$ cat config.mk
export PLATFORM = sky130hd
export DESIGN_NAME = switch_arbiter
export DESIGN_NICKNAME = d
export VERILOG_FILES = /design/src/rtl/switch_pkg.sv /design/src/rtl/rr_arbiter.sv /design/src/rtl/switch_arbiter.sv
export SDC_FILE = /design/constraint.sdc
export NUM_CORES = 1
export LEC_CHECK = 0
export BUFFER_PORTS_ARGS = -buffer_cell sky130_fd_sc_hd__buf_2
export CAP_MARGIN = 20
export CORE_UTILIZATION = 33
export CTS_BUF_LIST = sky130_fd_sc_hd__clkbuf_8
export CTS_CLUSTER_SIZE = 24
export DETAILED_ROUTE_END_ITERATION = 16
export PLACE_DENSITY = 0.56
export SYNTH_ARGS = -nofsm -noshare
export SYNTH_HDL_FRONTEND = slang
export SYNTH_SLANG_ARGS = --single-unit
$ cat constraint.sdc
create_clock -name clk -period 5.53 [get_ports clk]
set_clock_uncertainty 0.2 [all_clocks]
set_input_delay 0.553 -clock clk [delete_from_list [all_inputs] [get_ports clk]]
set_output_delay 0.553 -clock clk [all_outputs]
set_load 0.05 [all_outputs]
$ cat src/rtl/switch_pkg.sv
// Shared types and constants for the 4-port switch arbiter.
//   PORTn_SOURCE : one-hot source identifiers
//   slot_state_t : per-ingress buffer slot state
//   pkt_t        : buffered packet (source, original target mask, payload)
package switch_pkg;

  localparam int NUM_PORTS = 4;

  localparam logic [3:0] PORT0_SOURCE = 4'b0001;
  localparam logic [3:0] PORT1_SOURCE = 4'b0010;
  localparam logic [3:0] PORT2_SOURCE = 4'b0100;
  localparam logic [3:0] PORT3_SOURCE = 4'b1000;

  typedef enum logic {
    EMPTY   = 1'b0,
    PENDING = 1'b1
  } slot_state_t;

  typedef struct packed {
    logic [3:0] src;
    logic [3:0] tgt;
    logic [7:0] dat;
  } pkt_t;

endpackage

$ cat src/rtl/rr_arbiter.sv
// Four-way round-robin arbiter for one egress port.
//   clk, rst_n : clock, asynchronous active-low reset
//   req[3:0]   : requesting slots
//   gnt[3:0]   : one-hot grant, zero when nothing requests
// The pointer holds the last granted index; the search starts one above it.
// Reset value 3 gives slot 0 first priority.
module rr_arbiter (
  input  logic       clk,
  input  logic       rst_n,
  input  logic [3:0] req,
  output logic [3:0] gnt
);

  logic [1:0] ptr;
  logic [1:0] gnt_idx;
  logic [1:0] idx;

  // Walk from the lowest to the highest priority offset so the last hit,
  // i.e. the nearest requester above ptr, is the one that sticks.
  always_comb begin
    gnt     = '0;
    gnt_idx = ptr;
    idx     = '0;
    for (int k = 4; k >= 1; k--) begin
      idx = ptr + k[1:0];
      if (req[idx]) begin
        gnt      = '0;
        gnt[idx] = 1'b1;
        gnt_idx  = idx;
      end
    end
  end

  always_ff @(posedge clk or negedge rst_n) begin
    if (!rst_n) begin
      ptr <= 2'd3;
    end else if (|req) begin
      ptr <= gnt_idx;
    end
  end

endmodule

$ cat src/rtl/switch_arbiter.sv
// Ingress buffering, multicast expansion and per-egress round-robin sharing
// for the 4-port switch.
//   clk, rst_n     : clock, asynchronous active-low reset
//   in_valid[i]    : packet strobe from ingress i (one cycle per packet)
//   in_source/in_target/in_data : per-ingress fields, slice i = [W*i +: W]
//   in_ready[i]    : slot i accepts a packet this cycle
//   out_valid[j]   : registered valid on egress j
//   out_source/out_target/out_data : packet on egress j (held when idle)
//   drop_count     : saturating count of packets hitting a busy slot
//   illegal_count  : saturating count of packets with no effective target
module switch_arbiter #(
  parameter int NUM_PORTS = switch_pkg::NUM_PORTS,
  parameter int CNT_W     = 8
) (
  input  logic                   clk,
  input  logic                   rst_n,
  input  logic [NUM_PORTS-1:0]   in_valid,
  input  logic [4*NUM_PORTS-1:0] in_source,
  input  logic [4*NUM_PORTS-1:0] in_target,
  input  logic [8*NUM_PORTS-1:0] in_data,
  output logic [NUM_PORTS-1:0]   in_ready,
  output logic [NUM_PORTS-1:0]   out_valid,
  output logic [4*NUM_PORTS-1:0] out_source,
  output logic [4*NUM_PORTS-1:0] out_target,
  output logic [8*NUM_PORTS-1:0] out_data,
  output logic [CNT_W-1:0]       drop_count,
  output logic [CNT_W-1:0]       illegal_count
);
  import switch_pkg::*;

  function automatic logic [CNT_W-1:0] sat_add(input logic [CNT_W-1:0] a,
                                               input logic [2:0]       b);
    logic [CNT_W:0] s;
    s = {1'b0, a} + (CNT_W+1)'(b);
    return s[CNT_W] ? '1 : s[CNT_W-1:0];
  endfunction

  slot_state_t state     [NUM_PORTS];
  slot_state_t state_nxt [NUM_PORTS];
  pkt_t        pkt       [NUM_PORTS];
  logic [3:0]  rem       [NUM_PORTS];
  logic [3:0]  rem_nxt   [NUM_PORTS];
  logic [3:0]  eff       [NUM_PORTS];
  logic [3:0]  won       [NUM_PORTS];  // won[i][j]: slot i granted on egress j
  logic [3:0]  req       [NUM_PORTS];  // req[j][i]: slot i wants egress j
  logic [3:0]  gnt       [NUM_PORTS];  // gnt[j][i]: egress j grants slot i
  pkt_t        sel       [NUM_PORTS];
  logic [NUM_PORTS-1:0] cap;
  logic [2:0]  n_drop;
  logic [2:0]  n_ill;

  // Request / grant cross-bar between slots and egress arbiters.
  always_comb begin
    for (int j = 0; j < NUM_PORTS; j++) begin
      for (int i = 0; i < NUM_PORTS; i++) begin
        req[j][i] = (state[i] == PENDING) && rem[i][j];
        won[i][j] = gnt[j][i];
      end
    end
  end

  for (genvar j = 0; j < NUM_PORTS; j++) begin : g_arb
    rr_arbiter u_arb (
      .clk   (clk),
      .rst_n (rst_n),
      .req   (req[j]),
      .gnt   (gnt[j])
    );
  end

  // A slot is reusable in the same cycle its last outstanding copy is granted.
  always_comb begin
    for (int i = 0; i < NUM_PORTS; i++) begin
      eff[i]      = in_target[4*i +: 4] & ~(4'(1) << i);
      in_ready[i] = (state[i] == EMPTY) || ((rem[i] & ~won[i]) == 4'b0000);
    end
  end

  always_comb begin
    cap    = '0;
    n_drop = '0;
    n_ill  = '0;
    for (int i = 0; i < NUM_PORTS; i++) begin
      state_nxt[i] = state[i];
      rem_nxt[i]   = rem[i];
      if (state[i] == PENDING) begin
        rem_nxt[i] = rem[i] & ~won[i];
        if (rem_nxt[i] == 4'b0000) state_nxt[i] = EMPTY;
      end
      // A capture overrides the free: the new packet takes the slot.
      if (in_valid[i] && in_ready[i] && eff[i] != 4'b0000) begin
        cap[i]       = 1'b1;
        state_nxt[i] = PENDING;
        rem_nxt[i]   = eff[i];
      end
      n_drop = n_drop + 3'(in_valid[i] & ~in_ready[i]);
      n_ill  = n_ill  + 3'(in_valid[i] & in_ready[i] & (eff[i] == 4'b0000));
    end
  end

  always_ff @(posedge clk or negedge rst_n) begin
    if (!rst_n) begin
      for (int i = 0; i < NUM_PORTS; i++) begin
        state[i] <= EMPTY;
        rem[i]   <= '0;
      end
      drop_count    <= '0;
      illegal_count <= '0;
    end else begin
      for (int i = 0; i < NUM_PORTS; i++) begin
        state[i] <= state_nxt[i];
        rem[i]   <= rem_nxt[i];
      end
      drop_count    <= sat_add(drop_count, n_drop);
      illegal_count <= sat_add(illegal_count, n_ill);
    end
  end

  // Packet contents are only meaningful while the slot is PENDING.
  always_ff @(posedge clk) begin
    for (int i = 0; i < NUM_PORTS; i++) begin
      if (cap[i]) begin
        pkt[i] <= '{src: in_source[4*i +: 4], tgt: in_target[4*i +: 4],
                    dat: in_data[8*i +: 8]};
      end
    end
  end

  always_comb begin
    for (int j = 0; j < NUM_PORTS; j++) begin
      sel[j] = '0;
      for (int i = 0; i < NUM_PORTS; i++) begin
        if (gnt[j][i]) sel[j] = pkt[i];
      end
    end
  end

  // Egress output register stage.
  always_ff @(posedge clk or negedge rst_n) begin
    if (!rst_n) begin
      out_valid  <= '0;
      out_source <= '0;
      out_target <= '0;
      out_data   <= '0;
    end else begin
      for (int j = 0; j < NUM_PORTS; j++) begin
        out_valid[j] <= |gnt[j];
        if (|gnt[j]) begin
          out_source[4*j +: 4] <= sel[j].src;
          out_target[4*j +: 4] <= sel[j].tgt;
          out_data[8*j +: 8]   <= sel[j].dat;
        end
      end
    end
  end

endmodule

==> results of run 1 <==
layer usage:
metal / vias up / global-route usage [%]
met2: 404 / 33.3
met4: 0 / 7.29
met5: - / 0
met3: 47 / 4.82
met1: 4120 / 28.4
li1: 3846 / -
worst max-delay path by stage:
stage                     startpoint       endpoint  slack (ns)  depth (start not counted)
2_1_floorplan  g_arb[1].u_arb.ptr[1]  drop_count[0]        0.05                         21
3_3_place_gp   g_arb[2].u_arb.ptr[0]  drop_count[0]        0.27                         19
5_1_grt        g_arb[1].u_arb.ptr[1]  drop_count[1]      -0.002                         20
6_report       g_arb[1].u_arb.ptr[1]  drop_count[0]        0.35                         19
3_5_place_dp   g_arb[2].u_arb.ptr[0]  drop_count[0]        0.15                         19
4_1_cts        g_arb[2].u_arb.ptr[0]  drop_count[0]        0.13                         19
registers in the layout, indices dropped and copies added (netlist names), 8 cells and up:
register and flops:
pkt 64, out_data 32, out_source 16, out_target 16, rem 16, drop_count 8, g_arb.u_arb.ptr 8, illegal_count 8
synth_stat cells, drive strengths merged (3+ instances only):
cell type	number
nand2	156
o21ai	132
dfrtp	104
mux2i	65
edfxtp	64
a21oi	59
inv	34
buf	27
ha	26
nand2b	22
nor2	22
and2	19
a22oi	17
mux4	17
clkbuf	16
mux2	16
nor3b	15
a211o	11
a31oi	10
nor3	10
o221a	9
o221ai	9
dfstp	8
a32o	7
o211ai	7
nand3	6
fa	5
nor2b	5
a21o	4
nand4	4
or2	4
xnor2	4
a221oi	3
and3	3
o2bb2ai	3
or3	3
xor2	3
timing repair:
action,in CTS,in global routing
hold buffers,1,0
buffers inserted,0,6
resized for setup,0,6
endpoints found under the setup margin,0,10
hold endpoints to repair,51,0
worst max-delay path, stage by stage, from the launching register on:
cell and delay (ns):
sky130_fd_sc_hd__dfstp_2 0.65, sky130_fd_sc_hd__inv_1 0.13, sky130_fd_sc_hd__ha_1 0.33, sky130_fd_sc_hd__buf_4 0.14
sky130_fd_sc_hd__mux4_2 0.54, sky130_fd_sc_hd__nand2_1 0.22, sky130_fd_sc_hd__o22ai_1 0.19, sky130_fd_sc_hd__o21ai_0 0.29
sky130_fd_sc_hd__a31o_2 0.27, sky130_fd_sc_hd__nor2_1 0.08, sky130_fd_sc_hd__fa_1 0.46, sky130_fd_sc_hd__ha_1 0.21
sky130_fd_sc_hd__ha_1 0.29, sky130_fd_sc_hd__inv_1 0.06, sky130_fd_sc_hd__fa_1 0.42, sky130_fd_sc_hd__inv_1 0.07
sky130_fd_sc_hd__a21oi_1 0.11, sky130_fd_sc_hd__nor2_1 0.19, sky130_fd_sc_hd__nand3_2 0.17, sky130_fd_sc_hd__nand2b_1 0.11
logic make-up (layout without fill, tap and decap cells):
logic type / Yosys count / after routing
muxes: 98 / 98
DFF: 176 / 176
adders and majority gates: 31 / 31
and+or+nand+nor: 275 / 275
buffers and inverters: 77 / 260
xor gates and xnor gates: 7 / 7
AOI/OAI and AO/OA: 289 / 289
other: 0 / 1
layout make-up:
type                    instances  area share [%]
multi-input cells             700            42.2
flip-flops and latches        176            40.0
repair buffers                194            9.03
well taps                     390            4.12
clock buffers                  18            2.09
clock inverters                14            1.50
inverters                      34            1.08
diodes                          1          0.0211
through the flow:
| step | hold slack [ns] | setup slack [ns] |
|---|---|---|
| finish | 0.0400 | 0.347 |
| detailed placement | 0.259 | 0.150 |
| CTS | 0.00685 | 0.134 |
| global placement | 0.256 | 0.267 |
| global route | 0.0114 | -0.00192 |
| floorplan | 0.0574 | 0.0546 |
==> results.rst, run 1 <==
.. list-table::
   :header-rows: 1

   * - Metric
     - Value
   * - Run status
     - complete, no violations
   * - Post-synthesis xor/xnor area fraction
     - 0.611%
   * - Hold path depth
     - 1
   * - Nature of the critical path startpoint
     - flip-flop
   * - Antenna violations before repair
     - 1
   * - Gate count of the mapped netlist
     - 953
   * - Post-Synth Adder-Cell Area
     - 4.24%
   * - Tcrit/Tclk final
     - 93.7%
   * - Most common library cell in the layout ignoring fill and taps
     - sky130_fd_sc_hd__buf_2
   * - Post-route met1 wirelength
     - 14400 µm
   * - Vias in the first global route
     - 8191
   * - Crit path max fanout
     - 10
   * - # DRC
     - 0
   * - IO Port Bufs
     - 157
   * - Synth warnings
     - 0
   * - Clock tree buffer depth
     - 2
   * - GRT Util Overall
     - 21.1%
   * - Starting density of the core
     - 33.7%
   * - Share of synthesized area spent on multiplexers
     - 12.4%
   * - Number of H-tree levels
     - 4
   * - Tightest slew margin relative to the limit
     - 33.2%
   * - Detailed-route via count
     - 8417
   * - Core Footprint
     - 29800 µm²
   * - Yosys top cell by area
     - sky130_fd_sc_hd__dfrtp_1
   * - Data required, critical path
     - 5.76 ns
   * - Synthesized-area fraction occupied by ao, oa, aoi and oai cells
     - 18.2%
   * - Die span in y
     - 176 µm
   * - Via density
     - 5.51
   * - Post-synthesis average cell area
     - 10.5 µm²
   * - Max Transition Viols Final
     - 0
   * - Final weighted congestion in routability-driven placement
     - 0.831
   * - Proportion of netlist area held by the largest area contributor
     - 25.9%
   * - Amount of wire on met2 after detailed routing
     - 15000 µm
   * - Final Net Count
     - 1224
   * - Final setup violation count
     - 0
   * - Async set-or-reset flop fraction in the synthesized netlist
     - 63.6%
   * - Antenna-violating nets left
     - 0
   * - Register-to-register setup slack
     - 0.35 ns
   * - Final Hold Vio Count
     - 0
   * - Area of the multi-input gates
     - 4990 µm²
   * - Pin count of the biggest net entering global routing
     - 62
   * - Critical path data arrival time
     - 5.41 ns
   * - Setup TNS after final layout
     - 0 ns
   * - Met3 Wirelength
     - 2570 µm
   * - CTS clock-pin slew for the worst setup and hold paths
     - 0.11 ns
   * - HPWL after detailed placement
     - 21700 µm
   * - Root buf cell
     - sky130_fd_sc_hd__clkbuf_8
   * - Layout filler cell count
     - 2979
   * - Worst r2r dst
     - drop_count[0]
   * - Highest layer used for signal routing
     - met4
   * - Share of the core filled with cells in the final layout
     - 39.7%
   * - Worst setup path category
     - flip-flop to flip-flop
   * - CTS Sinks
     - 176
   * - Drt total wl
     - 32700 µm
   * - Commonest cells after routing, fill and taps aside
     - sky130_fd_sc_hd__buf_2 (156), sky130_fd_sc_hd__nand2_1 (155), sky130_fd_sc_hd__o21ai_0 (122), sky130_fd_sc_hd__dfrtp_1 (104), sky130_fd_sc_hd__mux2i_1 (65)
   * - Fin crit period
     - 5.18 ns
   * - Die Span X
     - 176 µm
   * - Hold Crit Class
     - input pin to flip-flop
   * - Transition time at the pin with the least slew margin
     - 0.998 ns
   * - Number of DRC violations after detailed-routing iteration 0
     - 785
   * - Wire length of the first global-routing pass
     - 48800 µm
   * - Worst-Skew Late Latency
     - 0.49 ns
   * - Total die area
     - 31100 µm²
   * - Reg2Reg Launch Point
     - g_arb[1].u_arb.ptr[1]
   * - Placed Cells
     - 1487
   * - Pre-Repair DR Iteration Count
     - 6
   * - Largest cells by area after synthesis
     - sky130_fd_sc_hd__dfrtp_1 (26%), sky130_fd_sc_hd__edfxtp_1 (19%), sky130_fd_sc_hd__mux2i_1 (6.5%)
   * - Count of flip-flops with a built-in enable after synthesis
     - 64
   * - Critical Path Sink Type
     - flip-flop
   * - Hold wc startpoint
     - in_source[12]
   * - Maximum achievable frequency
     - 193 MHz
   * - Layout Cells excl Fill
     - 1527
   * - CTS buffer count
     - 17
   * - FF/Latch Area
     - 4730 µm²
   * - End of the worst hold path
     - pkt[3][12]
   * - Top flip-flop cell by instance count after synthesis
     - sky130_fd_sc_hd__dfrtp_1
   * - Post-synthesis instance area
     - 10000 µm²
   * - Distinct cells, synth
     - 76
   * - Floorplan row count
     - 63
   * - I/O pins
     - 158
   * - Post-route cell area
     - 11800 µm²
   * - Syn nets
     - 1054
   * - Routed wire length per instance
     - 21.4 µm
   * - Largest family of logic cells by synthesized area
     - compound AO/OA/AOI/OAI gates
   * - Area share of and/or/nand/nor cells after synthesis
     - 13.7%
   * - FF+latch count, synth
     - 176
   * - Cells on worst reg2reg path
     - 19
   * - Layout cells sized above 1
     - 27.6%
   * - Clock tree from TritonCTS
     - done
   * - Cell area after placement
     - 11300 µm²
   * - Share of the yosys chip area belonging to registers
     - 47.2%
   * - Layout-stage area growth over the synthesis result
     - 17.9%
   * - Congestion Overflow GR
     - 0
   * - Count of max-cap constraint violations
     - 0
Power of run 1 is not shown: default switching activity piles up to over one toggle a cycle in this logic, so the estimate is an artifact.
==> run 2: changes to the inputs <==
--- a/config.mk
+++ b/config.mk
@@ -11,6 +11,7 @@
 export CTS_BUF_LIST = sky130_fd_sc_hd__clkbuf_8
 export CTS_CLUSTER_SIZE = 24
 export DETAILED_ROUTE_END_ITERATION = 16
+export HOLD_SLACK_MARGIN = 0.15
 export PLACE_DENSITY = 0.56
 export SYNTH_ARGS = -nofsm -noshare
 export SYNTH_HDL_FRONTEND = slang
==> results.rst, run 2 (synthesis gave the netlist of run 1 again) <==
.. list-table::
   :header-rows: 1

   * - Metric
     - Value
   * - Commonest cells after routing, fill and taps aside
     - sky130_fd_sc_hd__buf_2 (156), sky130_fd_sc_hd__nand2_1 (155), sky130_fd_sc_hd__o21ai_0 (122), sky130_fd_sc_hd__dfrtp_1 (104), sky130_fd_sc_hd__mux2i_1 (65)
   * - Starting density of the core
     - 33.7% (unchanged)
   * - Nature of the critical path startpoint
     - flip-flop
   * - Number of H-tree levels
     - 4 (unchanged)
   * - Hold Crit Class
     - input pin to flip-flop
   * - Critical Path Sink Type
     - flip-flop
   * - Tcrit/Tclk final
     - 94.0% (+0.23 points)
   * - Die span in y
     - 176 µm (unchanged)
   * - Final setup violation count
     - 0 (unchanged)
   * - Run status
     - complete, no violations
   * - Drt total wl
     - 33300 µm (+1.9%)
   * - Clock tree buffer depth
     - 2 (unchanged)
   * - Number of DRC violations after detailed-routing iteration 0
     - 747 (-4.8%)
   * - Congestion Overflow GR
     - 0 (unchanged)
   * - Data required, critical path
     - 5.76 ns (about the same)
   * - Detailed-route via count
     - 8658 (+2.9%)
   * - I/O pins
     - 158 (unchanged)
   * - Maximum achievable frequency
     - 192 MHz (-0.25%)
   * - Antenna-violating nets left
     - 0 (unchanged)
   * - Max Transition Viols Final
     - 0 (unchanged)
   * - HPWL after detailed placement
     - 21700 µm (unchanged)
   * - Via density
     - 5.45 (-1.1%)
   * - Pre-Repair DR Iteration Count
     - 7 (+1)
   * - Tightest slew margin relative to the limit
     - 32.3% (-0.93 points)
   * - Antenna violations before repair
     - 0 (-1)
   * - Pin count of the biggest net entering global routing
     - 62 (unchanged)
   * - Clock tree from TritonCTS
     - done
   * - Wire length of the first global-routing pass
     - 49800 µm (+2.0%)
   * - CTS Sinks
     - 176 (unchanged)
   * - Root buf cell
     - sky130_fd_sc_hd__clkbuf_8
   * - CTS buffer count
     - 17 (unchanged)
   * - Largest registers
     - pkt x64, out_data x32
   * - Routed wire length per instance
     - 21.0 µm (-2.0%)
   * - IO Port Bufs
     - 157 (unchanged)
   * - Critical path data arrival time
     - 5.43 ns (+0.02 ns)
   * - Most common library cell in the layout ignoring fill and taps
     - sky130_fd_sc_hd__buf_2
   * - Layout cells sized above 1
     - 26.1% (-1.4 points)
   * - Crit path max fanout
     - 10 (unchanged)
   * - Flip-flop count of the largest register, all copies and words added
     - 64 (unchanged)
   * - Floorplan row count
     - 63 (unchanged)
   * - CTS clock-pin slew for the worst setup and hold paths
     - 0.11 ns (about the same)
   * - Die Span X
     - 176 µm (unchanged)
   * - Count of max-cap constraint violations
     - 0 (unchanged)
   * - Worst setup path category
     - flip-flop to flip-flop
   * - Final Hold Vio Count
     - 0 (unchanged)
   * - Worst-Skew Late Latency
     - 0.49 ns (about the same)
   * - Core Footprint
     - 29800 µm² (unchanged)
   * - Fin crit period
     - 5.20 ns (+0.0128 ns)
   * - Final Net Count
     - 1286 (+5.1%)
   * - GRT Util Overall
     - 21.4% (+0.34 points)
   * - Transition time at the pin with the least slew margin
     - 1.01 ns (+0.0139 ns)
   * - Final weighted congestion in routability-driven placement
     - 0.831 (unchanged)
   * - Total die area
     - 31100 µm² (unchanged)
   * - Share of the core filled with cells in the final layout
     - 41.8% (+2.1 points)
   * - Inserted Diodes
     - 0 (-1)
   * - Vias in the first global route
     - 8480 (+3.5%)
   * - # DRC
     - 0 (unchanged)
   * - Register with the highest flop count
     - pkt
   * - Layout-stage area growth over the synthesis result
     - 24.1%
[run 2: final cells by class]
type | instances | area, µm²
Fill cell | 2938 | 17300
Multi-Input combinational cell | 700 | 4990
Sequential cell | 176 | 4730
Timing Repair Buffer | 256 | 1690
Tap cell | 390 | 488
Clock buffer | 18 | 248
Clock inverter | 14 | 178
Inverter | 34 | 128
[run 2: per-stage QoR]
stage               TNS (ns)  worst slack [ns]  cell area (µm²)  instances  hold slack, ns
floorplan                  0            0.0546            10000        953          0.0574
global placement           0             0.267            11300       1487           0.256
detailed placement         0             0.150            11300       1487           0.259
CTS                        0             0.134            12400       1582           0.159
global route        -0.00192          -0.00192            12500       1588           0.179
finish                     0             0.334            12500       1588           0.180
[run 2: final timing paths]
check / slack, ns / depth (start not counted) / startpoint / end
setup / recovery: 0.33 / 19 / g_arb[1].u_arb.ptr[1] / drop_count[0]
hold / removal: 0.18 / 3 / in_valid[1] / state[2]
setup reg to reg: 0.33 / 19 / g_arb[1].u_arb.ptr[1] / drop_count[0]
hold reg to reg: 0.27 / 2 / out_data[2] / out_data[2]
max in group asynchronous: 3.35 / 3 / rst_n / out_data[3]
min in group asynchronous: 0.44 / 2 / rst_n / illegal_count[6]
[run 2: critical path, cell delays in order (launching register included)]
cell                       delay [ns]
sky130_fd_sc_hd__dfstp_2         0.65
sky130_fd_sc_hd__inv_1           0.13
sky130_fd_sc_hd__ha_1            0.33
sky130_fd_sc_hd__buf_4           0.14
sky130_fd_sc_hd__mux4_2          0.54
sky130_fd_sc_hd__nand2_1         0.22
sky130_fd_sc_hd__o22ai_1         0.19
sky130_fd_sc_hd__o21ai_0         0.29
sky130_fd_sc_hd__a31o_2          0.28
sky130_fd_sc_hd__nor2_1          0.08
sky130_fd_sc_hd__fa_1            0.46
sky130_fd_sc_hd__ha_1            0.21
sky130_fd_sc_hd__ha_1            0.29
sky130_fd_sc_hd__inv_1           0.06
sky130_fd_sc_hd__fa_1            0.42
sky130_fd_sc_hd__inv_1           0.07
sky130_fd_sc_hd__a21oi_1         0.11
sky130_fd_sc_hd__nor2_1          0.19
sky130_fd_sc_hd__nand3_2         0.17
sky130_fd_sc_hd__nand2b_1        0.11
[run 2: timing repair]
action	CTS	global route
setup endpoints to repair	0	10
endpoints found under the hold margin	118	0
hold buffers	63	0
buffers inserted	0	6
resized for setup	0	6
[run 2: metal layers]
layer / vias to the layer above / track usage [%] / routed length [µm]
li1: 3973 / - / -
met3: 48 / 4.61 / 2490
met1: 4228 / 28.7 / 14500
met4: 0 / 7.33 / 682
met5: - / 0 / 0
met2: 409 / 34.3 / 15600
Power of run 2 is left out for the same reason.
==> run 3: changes to the inputs <==
--- a/config.mk
+++ b/config.mk
@@ -11,8 +11,10 @@
 export CTS_BUF_LIST = sky130_fd_sc_hd__clkbuf_8
 export CTS_CLUSTER_SIZE = 24
 export DETAILED_ROUTE_END_ITERATION = 16
+export GPL_TIMING_DRIVEN = 0
 export HOLD_SLACK_MARGIN = 0.15
 export PLACE_DENSITY = 0.56
+export SLEW_MARGIN = 30
 export SYNTH_ARGS = -nofsm -noshare
 export SYNTH_HDL_FRONTEND = slang
 export SYNTH_SLANG_ARGS = --single-unit
==> results.rst, run 3 (synthesis gave the netlist of run 1 again) <==
.. list-table::
   :header-rows: 1

   * - Metric
     - Value
   * - Tcrit/Tclk final
     - 95.4% (+1.5 points)
   * - Layout filler cell count
     - 2926 (-0.41%)
   * - Root buf cell
     - sky130_fd_sc_hd__clkbuf_8
   * - Cells on worst reg2reg path
     - 18 (-1)
   * - Fin crit period
     - 5.28 ns (+0.0819 ns)
   * - Layout cells sized above 1
     - 26.9% (+0.74 points)
   * - Run status
     - complete, no violations
   * - Final setup violation count
     - 0 (unchanged)
   * - Die span in y
     - 176 µm (unchanged)
   * - Critical Path Sink Type
     - flip-flop
   * - Floorplan row count
     - 63 (unchanged)
   * - Congestion Overflow GR
     - 0 (unchanged)
   * - Clock tree from TritonCTS
     - done
   * - Peak per-stage delay on the critical path
     - 0.68 ns (+0.03 ns)
   * - Drt total wl
     - 33300 µm (+0.20%)
   * - CTS buffer count
     - 17 (unchanged)
   * - Worst-Skew Late Latency
     - 0.49 ns (about the same)
   * - Inserted Diodes
     - 0 (unchanged)
   * - Data required, critical path
     - 5.70 ns (-0.06 ns)
   * - Hold Crit Class
     - input pin to flip-flop
   * - Detailed-route via count
     - 8776 (+1.4%)
   * - Critical path data arrival time
     - 5.45 ns (+0.02 ns)
   * - CTS Sinks
     - 176 (unchanged)
   * - # DRC
     - 0 (unchanged)
   * - Vias in the first global route
     - 8481 (+0.012%)
   * - Die Span X
     - 176 µm (unchanged)
   * - Core Footprint
     - 29800 µm² (unchanged)
   * - Commonest cells after routing, fill and taps aside
     - sky130_fd_sc_hd__buf_2 (167), sky130_fd_sc_hd__nand2_1 (154), sky130_fd_sc_hd__o21ai_0 (122), sky130_fd_sc_hd__dfrtp_1 (104), sky130_fd_sc_hd__mux2i_1 (65)
   * - Worst setup path category
     - flip-flop to flip-flop
   * - I/O pins
     - 158 (unchanged)
   * - End of the worst hold path
     - state[0]
   * - Max Transition Viols Final
     - 0 (unchanged)
   * - Clock tree buffer depth
     - 2 (unchanged)
   * - Tightest slew margin relative to the limit
     - 39.8% (+7.5 points)
   * - Hold path depth
     - 3 (unchanged)
   * - Number of DRC violations after detailed-routing iteration 0
     - 789 (+5.6%)
   * - Area of the multi-input gates
     - 5150 µm² (+3.1%)
   * - Starting density of the core
     - 33.7% (unchanged)
   * - Critical-path cell with the highest stage delay
     - sky130_fd_sc_hd__dfstp_2
   * - Timing startpoint of the critical path
     - g_arb[0].u_arb.ptr[0]
   * - Largest registers
     - pkt x64, out_data x32
   * - Nature of the critical path startpoint
     - flip-flop
   * - Register with the highest flop count
     - pkt
   * - Maximum achievable frequency
     - 189 MHz (-1.6%)
   * - Wire length of the first global-routing pass
     - 49800 µm (about the same)
   * - Final Hold Vio Count
     - 0 (unchanged)
   * - Total die area
     - 31100 µm² (unchanged)
   * - Kind of cell with the highest combined delay on the critical path
     - adder cells
   * - Buf+Inv Stages, Crit Path
     - 3 (-1)
   * - Reg2Reg Launch Point
     - g_arb[0].u_arb.ptr[0]
   * - Crit path max fanout
     - 11 (+1)
   * - FF/Latch Area
     - 4730 µm² (unchanged)
   * - Setup TNS after final layout
     - 0 ns (unchanged)
   * - CTS clock-pin slew for the worst setup and hold paths
     - 0.11 ns (about the same)
   * - Worst r2r dst
     - illegal_count[6]
   * - Pre-Repair DR Iteration Count
     - 5 (-2)
   * - Most common library cell in the layout ignoring fill and taps
     - sky130_fd_sc_hd__buf_2
   * - Final weighted congestion in routability-driven placement
     - 0.856 (+3.0%)
   * - IO Port Bufs
     - 157 (unchanged)
   * - Antenna violations before repair
     - 0 (unchanged)
   * - Ordered cell list for the critical path
     - inv_2, ha_4, mux4_2, a211o_1, o221a_2, buf_6, nand2b_1, a41oi_4, nor2b_2, nand3b_1, fa_1, fa_1, inv_1, fa_1, and3_1, nand3_1, nor3_1, a21oi_1
   * - HPWL after detailed placement
     - 22600 µm (+4.4%)
   * - Final Net Count
     - 1309 (+1.8%)
   * - Pin count of the biggest net entering global routing
     - 79 (+27%)
   * - Routed wire length per instance
     - 20.7 µm (-1.2%)
   * - Hold wc startpoint
     - in_valid[3]
   * - Antenna-violating nets left
     - 0 (unchanged)
   * - Layout-stage area growth over the synthesis result
     - 27.3%
   * - Via density
     - 5.45 (about the same)
   * - Register-to-register setup slack
     - 0.25 ns (-0.08 ns)
   * - Number of H-tree levels
     - 4 (unchanged)
   * - Cell mode on critical path
     - sky130_fd_sc_hd__fa_1
   * - Count of max-cap constraint violations
     - 0 (unchanged)
   * - Flip-flop count of the largest register, all copies and words added
     - 64 (unchanged)
   * - GRT Util Overall
     - 21.3% (-0.13 points)
   * - Transition time at the pin with the least slew margin
     - 0.896 ns (-0.116 ns)
## run 3: changes by cell type in the layout (fill, tap and decap cells not counted), sizes merged
cell,previous run,this run
dlygate4sd3,63,64
buf,193,199
bufinv,3,2
inv,40,39
clkbuf,18,33
clkinvlp,2,3
mux4,17,18
clkinv,3,4
## run 3: layout make-up
class	instances	share of cell area [%]
multi-input combinational	701	40.3
tap	390	3.82
sequential	176	37.1
clock inverter	14	1.21
timing repair buffer	238	12.9
inverter	34	0.999
buffer	40	1.84
clock buffer	18	1.94
## run 3: what timing repair did
action | 4_1_cts | 5_1_grt
pin swaps | 0 | 3
gates resized for setup | 12 | 10
cloned | 0 | 1
setup buffers | 0 | 13
hold buffers | 64 | 0
endpoints found under the setup margin | 14 | 16
hold endpoints to repair | 150 | 0
## run 3: worst max path at each step
stage	to	slack, ns	cells past startpoint
global route	illegal_count[1]	-0.005	17
floorplan	drop_count[0]	0.05	21
finish	illegal_count[6]	0.25	18
CTS	drop_count[0]	0.02	20
global placement	drop_count[0]	-0.45	19
detailed placement	drop_count[0]	-0.27	20
## run 3: tightest hold or removal path: stages
cell                      delay [ns]
sky130_fd_sc_hd__buf_2          0.11
sky130_fd_sc_hd__inv_1          0.08
sky130_fd_sc_hd__o21ai_0        0.09
## run 3: metrics by stage
stage | area, µm² | cells | setup WS (ns) | util [%] | hold slack (ns)
floorplan | 10000 | 953 | 0.0546 | - | 0.0574
global placement | 11300 | 1500 | -0.450 | 38.0 | 0.257
detailed placement | 11500 | 1504 | -0.269 | 38.5 | 0.253
CTS | 12600 | 1599 | 0.0209 | 42.3 | 0.155
global route | 12800 | 1611 | -0.00512 | 42.9 | 0.169
finish | 12800 | 1611 | 0.252 | 42.9 | 0.182
## run 3: routing by layer
metal / vias to the layer above / track usage (%) / share of wire (%)
li1: 4014 / - / -
met1: 4335 / 29.8 / 45
met2: 380 / 33.5 / 47
met3: 47 / 3.66 / 6.7
met4: 0 / 6.57 / 1.8
met5: - / 0 / 0
Power of run 3 is left out for the same reason.
